`config.mk`:
```
export PLATFORM = sky130hd
export DESIGN_NAME = pp_accum_mult
export DESIGN_NICKNAME = d
export VERILOG_FILES = /design/src/rtl/pp_accum_mult.sv
export SDC_FILE = /design/constraint.sdc
export NUM_CORES = 1
export LEC_CHECK = 0
export ABC_AREA = 1
export BUFFER_PORTS_ARGS = -buffer_cell sky130_fd_sc_hd__buf_2
export CAP_MARGIN = 20
export CORE_ASPECT_RATIO = 0.7
export CORE_UTILIZATION = 40
export DETAILED_ROUTE_END_ITERATION = 16
export PLACE_DENSITY = 0.61
export SLEW_MARGIN = 20
export SYNTH_ARGS = -nofsm -noshare
export SYNTH_HDL_FRONTEND = slang
export SYNTH_HIERARCHICAL = 1
export SYNTH_SLANG_ARGS = --single-unit
```
`constraint.sdc`:
```
create_clock -name clk -period 20.9 [get_ports clk]
set_clock_uncertainty 0.15 [all_clocks]
set_input_delay 4.18 -clock clk [delete_from_list [all_inputs] [get_ports clk]]
set_output_delay 4.18 -clock clk [all_outputs]
set_load 0.03 [all_outputs]
```
`src/rtl/pp_accum_mult.sv`:
```
// Sequential unsigned multiplier: one partial-product row is accumulated per
// cycle through a ripple adder built from half/full-adder cells.

module half_adder (
  input  logic x,
  input  logic y,
  output logic s,
  output logic c
);
  assign s = x ^ y;
  assign c = x & y;
endmodule

module full_adder (
  input  logic x,
  input  logic y,
  input  logic ci,
  output logic s,
  output logic c
);
  assign s = x ^ y ^ ci;
  assign c = (x & y) | (ci & (x ^ y));
endmodule

module pp_ripple_add #(
  parameter int W = 16
) (
  input  logic [W-1:0] x,
  input  logic [W-1:0] y,
  output logic [W-1:0] sum
);
  logic [W-2:0] carry;
  // The product always fits in W bits, so the top carry is never needed.
  logic         carry_out_unused;

  half_adder u_ha0 (
    .x (x[0]),
    .y (y[0]),
    .s (sum[0]),
    .c (carry[0])
  );

  genvar i;
  generate
    for (i = 1; i < W; i++) begin : g_bit
      if (i < W - 1) begin : g_mid
        full_adder u_fa (
          .x  (x[i]),
          .y  (y[i]),
          .ci (carry[i-1]),
          .s  (sum[i]),
          .c  (carry[i])
        );
      end else begin : g_top
        full_adder u_fa (
          .x  (x[i]),
          .y  (y[i]),
          .ci (carry[i-1]),
          .s  (sum[i]),
          .c  (carry_out_unused)
        );
      end
    end
  endgenerate
endmodule

module pp_accum_mult #(
  parameter int N = 8
) (
  input  logic           clk,
  input  logic           rst,
  input  logic           start,
  input  logic [N-1:0]   a,
  input  logic [N-1:0]   b,
  output logic           busy,
  output logic           done,
  output logic [2*N-1:0] product
);
  localparam int            CW       = $clog2(N);
  localparam logic [CW-1:0] LAST_ROW = CW'(N - 1);

  typedef enum logic [1:0] {
    IDLE = 2'd0,
    RUN  = 2'd1,
    DONE = 2'd2
  } state_t;

  state_t         state_r;
  state_t         state_next;
  logic [N-1:0]   a_r;
  logic [N-1:0]   b_r;
  logic [CW-1:0]  cnt_r;
  logic [2*N-1:0] acc_r;
  logic [2*N-1:0] row_s;
  logic [2*N-1:0] sum_s;
  logic [2*N-1:0] product_r;
  logic           last_row_s;
  logic           busy_r;
  logic           done_r;

  // Row k is the multiplicand gated by multiplier bit k, placed at weight 2^k.
  function automatic logic [2*N-1:0] pp_row(
    input logic [N-1:0]  m,
    input logic          sel,
    input logic [CW-1:0] sh
  );
    logic [2*N-1:0] ext;
    ext = {{N{1'b0}}, m & {N{sel}}};
    return ext << sh;
  endfunction

  assign row_s      = pp_row(a_r, b_r[cnt_r], cnt_r);
  assign last_row_s = (cnt_r == LAST_ROW);

  pp_ripple_add #(.W(2 * N)) u_add (
    .x   (acc_r),
    .y   (row_s),
    .sum (sum_s)
  );

  // State register.
  always_ff @(posedge clk) begin
    if (rst) begin
      state_r <= IDLE;
    end else begin
      state_r <= state_next;
    end
  end

  // Next-state logic; RUN always lasts exactly N cycles.
  always_comb begin
    state_next = state_r;
    case (state_r)
      IDLE: begin
        if (start) begin
          state_next = RUN;
        end else begin
          state_next = IDLE;
        end
      end
      RUN: begin
        if (last_row_s) begin
          state_next = DONE;
        end else begin
          state_next = RUN;
        end
      end
      DONE:    state_next = IDLE;
      default: state_next = IDLE;
    endcase
  end

  // Operand capture, row accumulation and registered outputs.
  always_ff @(posedge clk) begin
    if (rst) begin
      a_r       <= {N{1'b0}};
      b_r       <= {N{1'b0}};
      cnt_r     <= {CW{1'b0}};
      acc_r     <= {(2*N){1'b0}};
      product_r <= {(2*N){1'b0}};
      done_r    <= 1'b0;
      busy_r    <= 1'b0;
    end else begin
      done_r <= 1'b0;
      busy_r <= (state_next != IDLE);
      case (state_r)
        IDLE: begin
          if (start) begin
            a_r   <= a;
            b_r   <= b;
            cnt_r <= {CW{1'b0}};
            acc_r <= {(2*N){1'b0}};
          end
        end
        RUN: begin
          acc_r <= sum_s;
          cnt_r <= cnt_r + CW'(1);
          if (last_row_s) begin
            product_r <= sum_s;
            done_r    <= 1'b1;
          end
        end
        default: begin
        end
      endcase
    end
  end

  assign busy    = busy_r;
  assign done    = done_r;
  assign product = product_r;
endmodule

```
==> results of run 1 <==
==> through the flow <==
| stage | total power (uW) | hold slack (ns) | setup slack (ns) |
|---|---|---|---|
| after CTS | 215 | 0.324 | 12.42 |
| after global routing | 224 | 0.336 | 12.03 |
| after global placement | 141 | 0.301 | 12.61 |
| after floorplan | 135 | 0.279 | 13.43 |
| after detailed placement | 142 | 0.308 | 12.42 |
| final | 212 | 0.319 | 12.41 |
==> how the worst max path moves through the flow <==
stage / from / end / slack (ns) / cells past startpoint
after CTS: cnt_r[1] / acc_r[15] / 12.42 / 24
after global placement: cnt_r[1] / acc_r[15] / 12.61 / 24
final: cnt_r[1] / acc_r[15] / 12.41 / 24
after detailed placement: cnt_r[1] / acc_r[15] / 12.42 / 24
after floorplan: cnt_r[0] / acc_r[15] / 13.43 / 25
after global routing: cnt_r[1] / acc_r[15] / 12.03 / 24
==> power groups by stage <==
stage	combinational (uW)	clock (uW)	sequential (uW)
floorplan	22.0	0	113
global placement	26.4	0	115
detailed placement	26.7	0	115
CTS	26.9	76.0	112
global route	30.6	80.1	113
finish	26.6	72.7	112
==> cells by family (layout without fill, tap and decap cells) <==
kind of cell               count (synthesis)  count (layout)  synth area share, %
and+or+nand+nor                          194             194                 33.9
other                                      1               1                0.135
buffers and inverters                     35              61                 5.96
adders and majority gates                 18              18                 12.2
AOI/OAI and AO/OA                         44              44                 8.04
DFF                                       55              55                 39.8
==> metal layers <==
layer | GRT usage (%) | vias to the layer above | share of wire, %
li1 | - | 1189 | -
met4 | 3.86 | 0 | 0.43
met1 | 27.3 | 1067 | 53
met5 | 0 | - | 0
met3 | 3.22 | 2 | 3.1
met2 | 29.3 | 33 | 43
==> synthesized netlist by cell type (all sizes together) <==
| library cell | n |
|---|---|
| conb | 1 |
| ha | 3 |
| a21oi | 26 |
| and2 | 1 |
| nand3 | 48 |
| nand4 | 15 |
| nor2 | 32 |
| nor3 | 1 |
| inv | 14 |
| nand2 | 96 |
| fa | 15 |
| buf | 9 |
| clkbuf | 12 |
| or2 | 1 |
| dfxtp | 55 |
| o21ai | 17 |
| a211oi | 1 |
==> state kept, by name (all words and copies together) (netlist names) <==
register,flops
a_r,8
acc_r,16
b_r,8
busy,1
cnt_r,3
done,1
product,16
state_r,2
==> critical path, stage by stage, from the launching register on <==
cell	delay, ns
sky130_fd_sc_hd__dfxtp_1	0.62
sky130_fd_sc_hd__inv_1	0.34
sky130_fd_sc_hd__nand3_1	0.18
sky130_fd_sc_hd__nand3_2	0.34
sky130_fd_sc_hd__and2_4	0.33
sky130_fd_sc_hd__nand4_2	0.07
sky130_fd_sc_hd__nor2_1	0.06
sky130_fd_sc_hd__ha_1	0.23
sky130_fd_sc_hd__fa_1	0.37
sky130_fd_sc_hd__fa_1	0.38
sky130_fd_sc_hd__fa_1	0.39
sky130_fd_sc_hd__fa_1	0.39
sky130_fd_sc_hd__fa_1	0.38
sky130_fd_sc_hd__fa_1	0.38
sky130_fd_sc_hd__fa_1	0.38
sky130_fd_sc_hd__fa_1	0.39
sky130_fd_sc_hd__fa_1	0.39
sky130_fd_sc_hd__fa_1	0.38
sky130_fd_sc_hd__fa_1	0.39
sky130_fd_sc_hd__fa_1	0.38
sky130_fd_sc_hd__fa_1	0.39
sky130_fd_sc_hd__fa_1	0.39
sky130_fd_sc_hd__fa_1	0.51
sky130_fd_sc_hd__nand2_1	0.06
sky130_fd_sc_hd__a21oi_1	0.14
==> area by class of cell <==
class / instances / share of cell area, %
inverter: 14 / 1.70
clock buffer: 5 / 2.23
tap: 91 / 3.69
timing repair buffer: 39 / 6.56
multi-input combinational: 257 / 48.6
clock inverter: 3 / 1.54
sequential: 55 / 35.6
==> impl_table.tex, run 1 <==
\begin{tabular}{lr}
\hline
Metric & Value \\
\hline
\multicolumn{2}{l}{\textbf{STA}} \\
Final hold vios & 0 \\
Post-layout min period & 8.49 ns \\
Worst max-slew margin expressed relative to the limit & 38.3\% \\
Fmax & 0.118 GHz \\
Setup violations, final & 0 \\
Unrepaired setup endpoints after global routing & false \\
Worst Max-Slew Pin Slew & 0.925 ns \\
Final count of pins violating max slew & 0 \\
Part of the cycle the worst path needs & around two fifths \\
Total Negative Setup Slacks & 0 ns \\
\multicolumn{2}{l}{\textbf{Placed design}} \\
Instance area at placement & 0.00297 mm\^{}2 \\
Quantity of I/O buffers inserted on ports & 36 \\
DP HPWL & 4530 um \\
Final weighted congestion in routability-driven placement & 0.860 \\
Placed Cells & 456 \\
\multicolumn{2}{l}{\textbf{Floorplan}} \\
Core box area & between 0.006 and 0.007 mm\^{}2 \\
Die width & about 100 um \\
Height of the die & 71.6 um \\
Area enclosed by the die boundary & just over 0.007 mm\^{}2 \\
Cell row count & 24 \\
Starting utilization of the core area & 42.9\% \\
Top Ports & 37 \\
\multicolumn{2}{l}{\textbf{Logic synthesis}} \\
Fraction of synthesized cell area taken by the top area cell type & between 30\% and 40\% \\
Largest area contributor in the netlist & sky130\_fd\_sc\_hd\_\_dfxtp\_1 \\
Synth Cell Area & 0.00277 mm\^{}2 \\
Number of warning messages in the yosys log & 6 \\
Number of flip-flops and latches in the synthesized netlist & between 50 and 60 \\
Avg Cell Area, Syn & 7.98 um\^{}2 \\
Dominant cells by area after synthesis & sky130\_fd\_sc\_hd\_\_dfxtp\_1 40\%, sky130\_fd\_sc\_hd\_\_nand2\_1 13\%, sky130\_fd\_sc\_hd\_\_fa\_1 11\%, sky130\_fd\_sc\_hd\_\_nand3\_1 8.0\%, sky130\_fd\_sc\_hd\_\_nand4\_2 5.0\% \\
Gate count of the mapped netlist & 347 \\
Distinct cell type count after synthesis & 27 \\
Sequential share of the synthesized area & about two fifths \\
Nets in the synthesized netlist & 384 \\
\multicolumn{2}{l}{\textbf{Global routing}} \\
Largest net degree at the start of global routing & 34 \\
GRT Residual Overflow & 0 \\
Total global-route track usage & 18.7\% \\
Initial antenna violation count & 0 \\
Wire length of the first global-routing pass & roughly 11000 um \\
Number of global-route vias before repair & 2227 \\
\multicolumn{2}{l}{\textbf{Worst setup path}} \\
Startpoint type of the worst setup path & register \\
Element type at the critical path end & register \\
Number of cells on the worst reg-to-reg path & 24 \\
Data required, critical path & 21.00 ns \\
Worst reg2reg setup slack & 12.41 ns \\
Arrival time reported for the critical path endpoint & between 8 and 9 ns \\
Launch point of the worst reg-to-reg path & cnt\_r[1] \\
Category of the critical setup timing path & reg -> reg \\
Peak fanout along the critical path & 15 \\
Worst R2R End & acc\_r[15] \\
\multicolumn{2}{l}{\textbf{Finish}} \\
Layout cells sized above 1 & 18.0\% \\
Antenna fix cells & 0 \\
Commonest cells after routing, fill and taps aside & 95 x sky130\_fd\_sc\_hd\_\_nand2\_1, 55 x sky130\_fd\_sc\_hd\_\_dfxtp\_1, 44 x sky130\_fd\_sc\_hd\_\_nand3\_1 \\
Area taken by multi-input logic gates & about 0.0015 mm\^{}2 \\
Total of fill cells in the finished design & between 600 and 700 \\
Most frequent standard cell in the layout excluding fill and tap cells & sky130\_fd\_sc\_hd\_\_nand2\_1 \\
Fin nets & 409 \\
Post-route cell area & 0.00309 mm\^{}2 \\
Synth-to-Final Area Change & 11.6\% \\
Cell Count, Final, Fillers Out & 464 \\
Area occupied by registers & 0.00110 mm\^{}2 \\
Core utilization of the finished layout & about 48\% \\
\multicolumn{2}{l}{\textbf{CTS}} \\
CTS Root Cell & sky130\_fd\_sc\_hd\_\_clkbuf\_8 \\
Number of clock sinks & 55 \\
Quantity of hold-fixing buffers added after cts & 0 \\
Number of clock buffers inserted by TritonCTS & 5 \\
Max Buffers Root-to-Sink & 2 \\
TritonCTS clock tree & built \\
H-tree depth & 2 \\
Clk slew on worst S/H paths & 0.11 ns \\
Count of cells resized by post-cts repair & 0 \\
Post-CTS setup repair buffer count & 0 \\
Source-to-sink clock delay at the later pin of the worst-skew pair & 0.31 ns \\
\multicolumn{2}{l}{\textbf{Drt}} \\
Number of routed nets with antenna violations & 0 \\
DRT iter0 DRCs & 109 \\
Via density per instance & $\sim$4.9 \\
Via count of the routed design & 2291 \\
Pre-Repair DR Iteration Count & 4 \\
Post-route DRC violation count & 0 \\
Routed WL & about 6100 um \\
Routed wirelength normalized by instance count & between 10 and 15 um \\
\multicolumn{2}{l}{\textbf{Worst hold path}} \\
Worst Hold Class & reg -> reg \\
Beginning of the worst hold path & b\_r[7] \\
Hold EP & b\_r[7] \\
Number of instances on the worst hold path & 2 \\
\multicolumn{2}{l}{\textbf{Power}} \\
Proportion of power drawn by the clock network & 34.3\% \\
Leakage Power & $\sim$0.0015 uW \\
Net switching fraction of the power & 27.4\% \\
Switching power summed over all nets & 58.0 uW \\
Worst IR drop on VDD & 30.2 uV \\
Internal power component & between 150 and 200 uW \\
Combinational Power Share & around an eighth \\
Power Dens Cells & 68.5 mW/mm\^{}2 \\
Share of power burned in registers & 53.1\% \\
\multicolumn{2}{l}{\textbf{Job}} \\
Reported max-cap violation count & 0 \\
\multicolumn{2}{l}{\textbf{Status}} \\
Run status & completed \\
\hline
\end{tabular}
Note: power is estimated with default switching activity, not from simulation.
==> run 2, diff against run 1 <==
==> constraint.sdc (replaced) <==
create_clock -name clk -period 8.9 [get_ports clk]
set_clock_uncertainty 0.15 [all_clocks]
set_input_delay 1.78 -clock clk [delete_from_list [all_inputs] [get_ports clk]]
set_output_delay 1.78 -clock clk [all_outputs]
set_load 0.03 [all_outputs]
==> run 2 against run 1 <==
Effect of this change:
- wire length shrank 0.86%
- combinational power grew 140%
- setup slack lost 12 ns
- flip-flop and latch count is the same
- total power grew 140%
- via count grew 1.4%
- non-clock buffer count grew 3
==> impl_table.tex, run 2 (synthesis gave the netlist of run 1 again) <==
\begin{tabular}{lr}
\hline
Metric & Value \\
\hline
\multicolumn{2}{l}{\textbf{Finish}} \\
Area taken by multi-input logic gates & about 0.0015 mm\^{}2 \\
Post-route cell area & 0.00311 mm\^{}2 \\
Area occupied by registers & 0.00110 mm\^{}2 \\
Synth-to-Final Area Change & 12.4\% \\
Layout cells sized above 1 & between 10\% and 20\% \\
Fin nets & 412 \\
Antenna fix cells & 0 \\
Total of fill cells in the finished design & between 600 and 700 \\
Most frequent standard cell in the layout excluding fill and tap cells & sky130\_fd\_sc\_hd\_\_nand2\_1 \\
Commonest cells after routing, fill and taps aside & 95 x sky130\_fd\_sc\_hd\_\_nand2\_1, 55 x sky130\_fd\_sc\_hd\_\_dfxtp\_1, 44 x sky130\_fd\_sc\_hd\_\_nand3\_1 \\
\multicolumn{2}{l}{\textbf{STA}} \\
Unrepaired setup endpoints after global routing & false \\
Worst Hold Slack & 0.307 ns \\
Final hold vios & 0 \\
Setup violations, final & 0 \\
Post-layout min period & 8.21 ns \\
Part of the cycle the worst path needs & 92.2\% \\
Worst max-slew margin expressed relative to the limit & 34.2\% \\
Final count of pins violating max slew & 0 \\
Total Negative Setup Slacks & 0 ns \\
Fmax & 0.122 GHz \\
Worst Setup Slack, final & 0.695 ns \\
Worst Max-Slew Pin Slew & 0.985 ns \\
\multicolumn{2}{l}{\textbf{Drt}} \\
Post-route DRC violation count & 0 \\
Number of routed nets with antenna violations & 0 \\
Via density per instance & about 5 \\
Pre-Repair DR Iteration Count & 4 \\
Routed WL & approximately 6000 um \\
DRT iter0 DRCs & 104 \\
Via count of the routed design & 2324 \\
Routed wirelength normalized by instance count & about 13 um \\
\multicolumn{2}{l}{\textbf{Global routing}} \\
Total global-route track usage & 19.2\% \\
Wire length of the first global-routing pass & 10900 um \\
Largest net degree at the start of global routing & 34 \\
GRT Residual Overflow & 0 \\
Initial antenna violation count & 0 \\
Number of global-route vias before repair & 2194 \\
\multicolumn{2}{l}{\textbf{Floorplan}} \\
Core box area & 0.00646 mm\^{}2 \\
Area enclosed by the die boundary & around 0.0073 mm\^{}2 \\
Starting utilization of the core area & 42.9\% \\
Height of the die & 71.6 um \\
Top Ports & 37 \\
Cell row count & 24 \\
Die width & 101 um \\
\multicolumn{2}{l}{\textbf{CTS}} \\
CTS Root Cell & sky130\_fd\_sc\_hd\_\_clkbuf\_8 \\
H-tree depth & 2 \\
Quantity of hold-fixing buffers added after cts & 0 \\
Number of clock sinks & 55 \\
Post-CTS setup repair buffer count & 0 \\
Count of cells resized by post-cts repair & 0 \\
Number of clock buffers inserted by TritonCTS & 5 \\
Max Buffers Root-to-Sink & 2 \\
Source-to-sink clock delay at the later pin of the worst-skew pair & 0.30 ns \\
TritonCTS clock tree & built \\
Clk slew on worst S/H paths & approximately 0.10 ns \\
\multicolumn{2}{l}{\textbf{Power}} \\
Share of power burned in registers & 52.6\% \\
Switching power summed over all nets & 133 uW \\
Internal power component & 368 uW \\
Power Dens Cells & 161 mW/mm\^{}2 \\
Proportion of power drawn by the clock network & $\sim$35\% \\
Leakage Power & about 0.0015 uW \\
Combinational Power Share & 12.9\% \\
Net switching fraction of the power & 26.5\% \\
Worst IR drop on VDD & 70.8 uV \\
\multicolumn{2}{l}{\textbf{Worst setup path}} \\
Startpoint type of the worst setup path & register \\
Peak fanout along the critical path & 15 \\
Data required, critical path & 8.98 ns \\
Element type at the critical path end & register \\
Category of the critical setup timing path & reg -> reg \\
Arrival time reported for the critical path endpoint & 8.29 ns \\
\multicolumn{2}{l}{\textbf{Worst hold path}} \\
Worst Hold Class & reg -> reg \\
\multicolumn{2}{l}{\textbf{Placed design}} \\
Quantity of I/O buffers inserted on ports & 36 \\
Instance area at placement & 0.00300 mm\^{}2 \\
Final weighted congestion in routability-driven placement & $\sim$0.87 \\
DP Worst Slack & 0.696 ns \\
DP HPWL & 4400 um \\
\multicolumn{2}{l}{\textbf{Job}} \\
Reported max-cap violation count & 0 \\
\multicolumn{2}{l}{\textbf{Status}} \\
Run status & completed \\
\hline
\end{tabular}
## run 2: changes by cell type in the layout (fill, tap and decap cells not counted), sizes merged
cell    delta
buf        +3
clkbuf     +1
inv        -1
## run 2: cell type report
type,count,share of cell area [%]
timing repair buffer,42,7.23
sequential,55,35.4
tap,91,3.66
multi-input combinational,257,48.3
inverter,14,1.69
clock inverter,2,1.13
clock buffer,6,2.65
## run 2: power by group through the flow
stage                     logic, uW  registers, uW  clock network, uW
after floorplan                51.6            266                  0
after global placement         63.8            269                  0
after detailed placement       64.6            269                  0
after CTS                      65.0            263                178
after global routing           75.3            265                186
final                          64.6            263                172
## run 2: worst max-delay path, stage by stage, from the launching register on
cell	delay, ns
sky130_fd_sc_hd__dfxtp_1	0.53
sky130_fd_sc_hd__inv_2	0.34
sky130_fd_sc_hd__nand2_1	0.10
sky130_fd_sc_hd__nand3_1	0.12
sky130_fd_sc_hd__nand3_4	0.21
sky130_fd_sc_hd__and2_4	0.23
sky130_fd_sc_hd__nand4_2	0.06
sky130_fd_sc_hd__nor2_1	0.05
sky130_fd_sc_hd__ha_1	0.20
sky130_fd_sc_hd__fa_1	0.38
sky130_fd_sc_hd__fa_1	0.38
sky130_fd_sc_hd__fa_1	0.39
sky130_fd_sc_hd__fa_1	0.39
sky130_fd_sc_hd__fa_1	0.39
sky130_fd_sc_hd__fa_1	0.38
sky130_fd_sc_hd__fa_1	0.38
sky130_fd_sc_hd__fa_1	0.39
sky130_fd_sc_hd__fa_1	0.38
sky130_fd_sc_hd__fa_1	0.38
sky130_fd_sc_hd__fa_1	0.38
sky130_fd_sc_hd__fa_1	0.40
sky130_fd_sc_hd__fa_1	0.39
sky130_fd_sc_hd__fa_1	0.39
sky130_fd_sc_hd__fa_1	0.53
sky130_fd_sc_hd__nand2_1	0.06
sky130_fd_sc_hd__a21oi_1	0.13
## run 2: stage by stage
stage | util (%) | power [uW] | instances
2_1_floorplan | - | 318 | 347
3_5_place_dp | 46.4 | 334 | 459
3_3_place_gp | 46.4 | 333 | 459
4_1_cts | 48.2 | 507 | 467
5_1_grt | 48.2 | 526 | 467
6_report | 48.2 | 500 | 467
## run 2: routing by layer
layer	global-route usage, %	up-vias	wire length [um]
li1	-	1191	-
met1	28.8	1095	3210
met2	29.4	33	2580
met3	3.51	5	204
met4	2.90	0	30
met5	0	-	0
## run 2: worst paths after layout
path              startpoint         to  slack, ns  cells after the start
setup / recovery    cnt_r[0]  acc_r[15]       0.69                     25
hold / removal        b_r[6]     b_r[6]       0.31                      2
setup reg to reg    cnt_r[0]  acc_r[15]       0.69                     25
hold reg to reg       b_r[6]     b_r[6]       0.31                      2
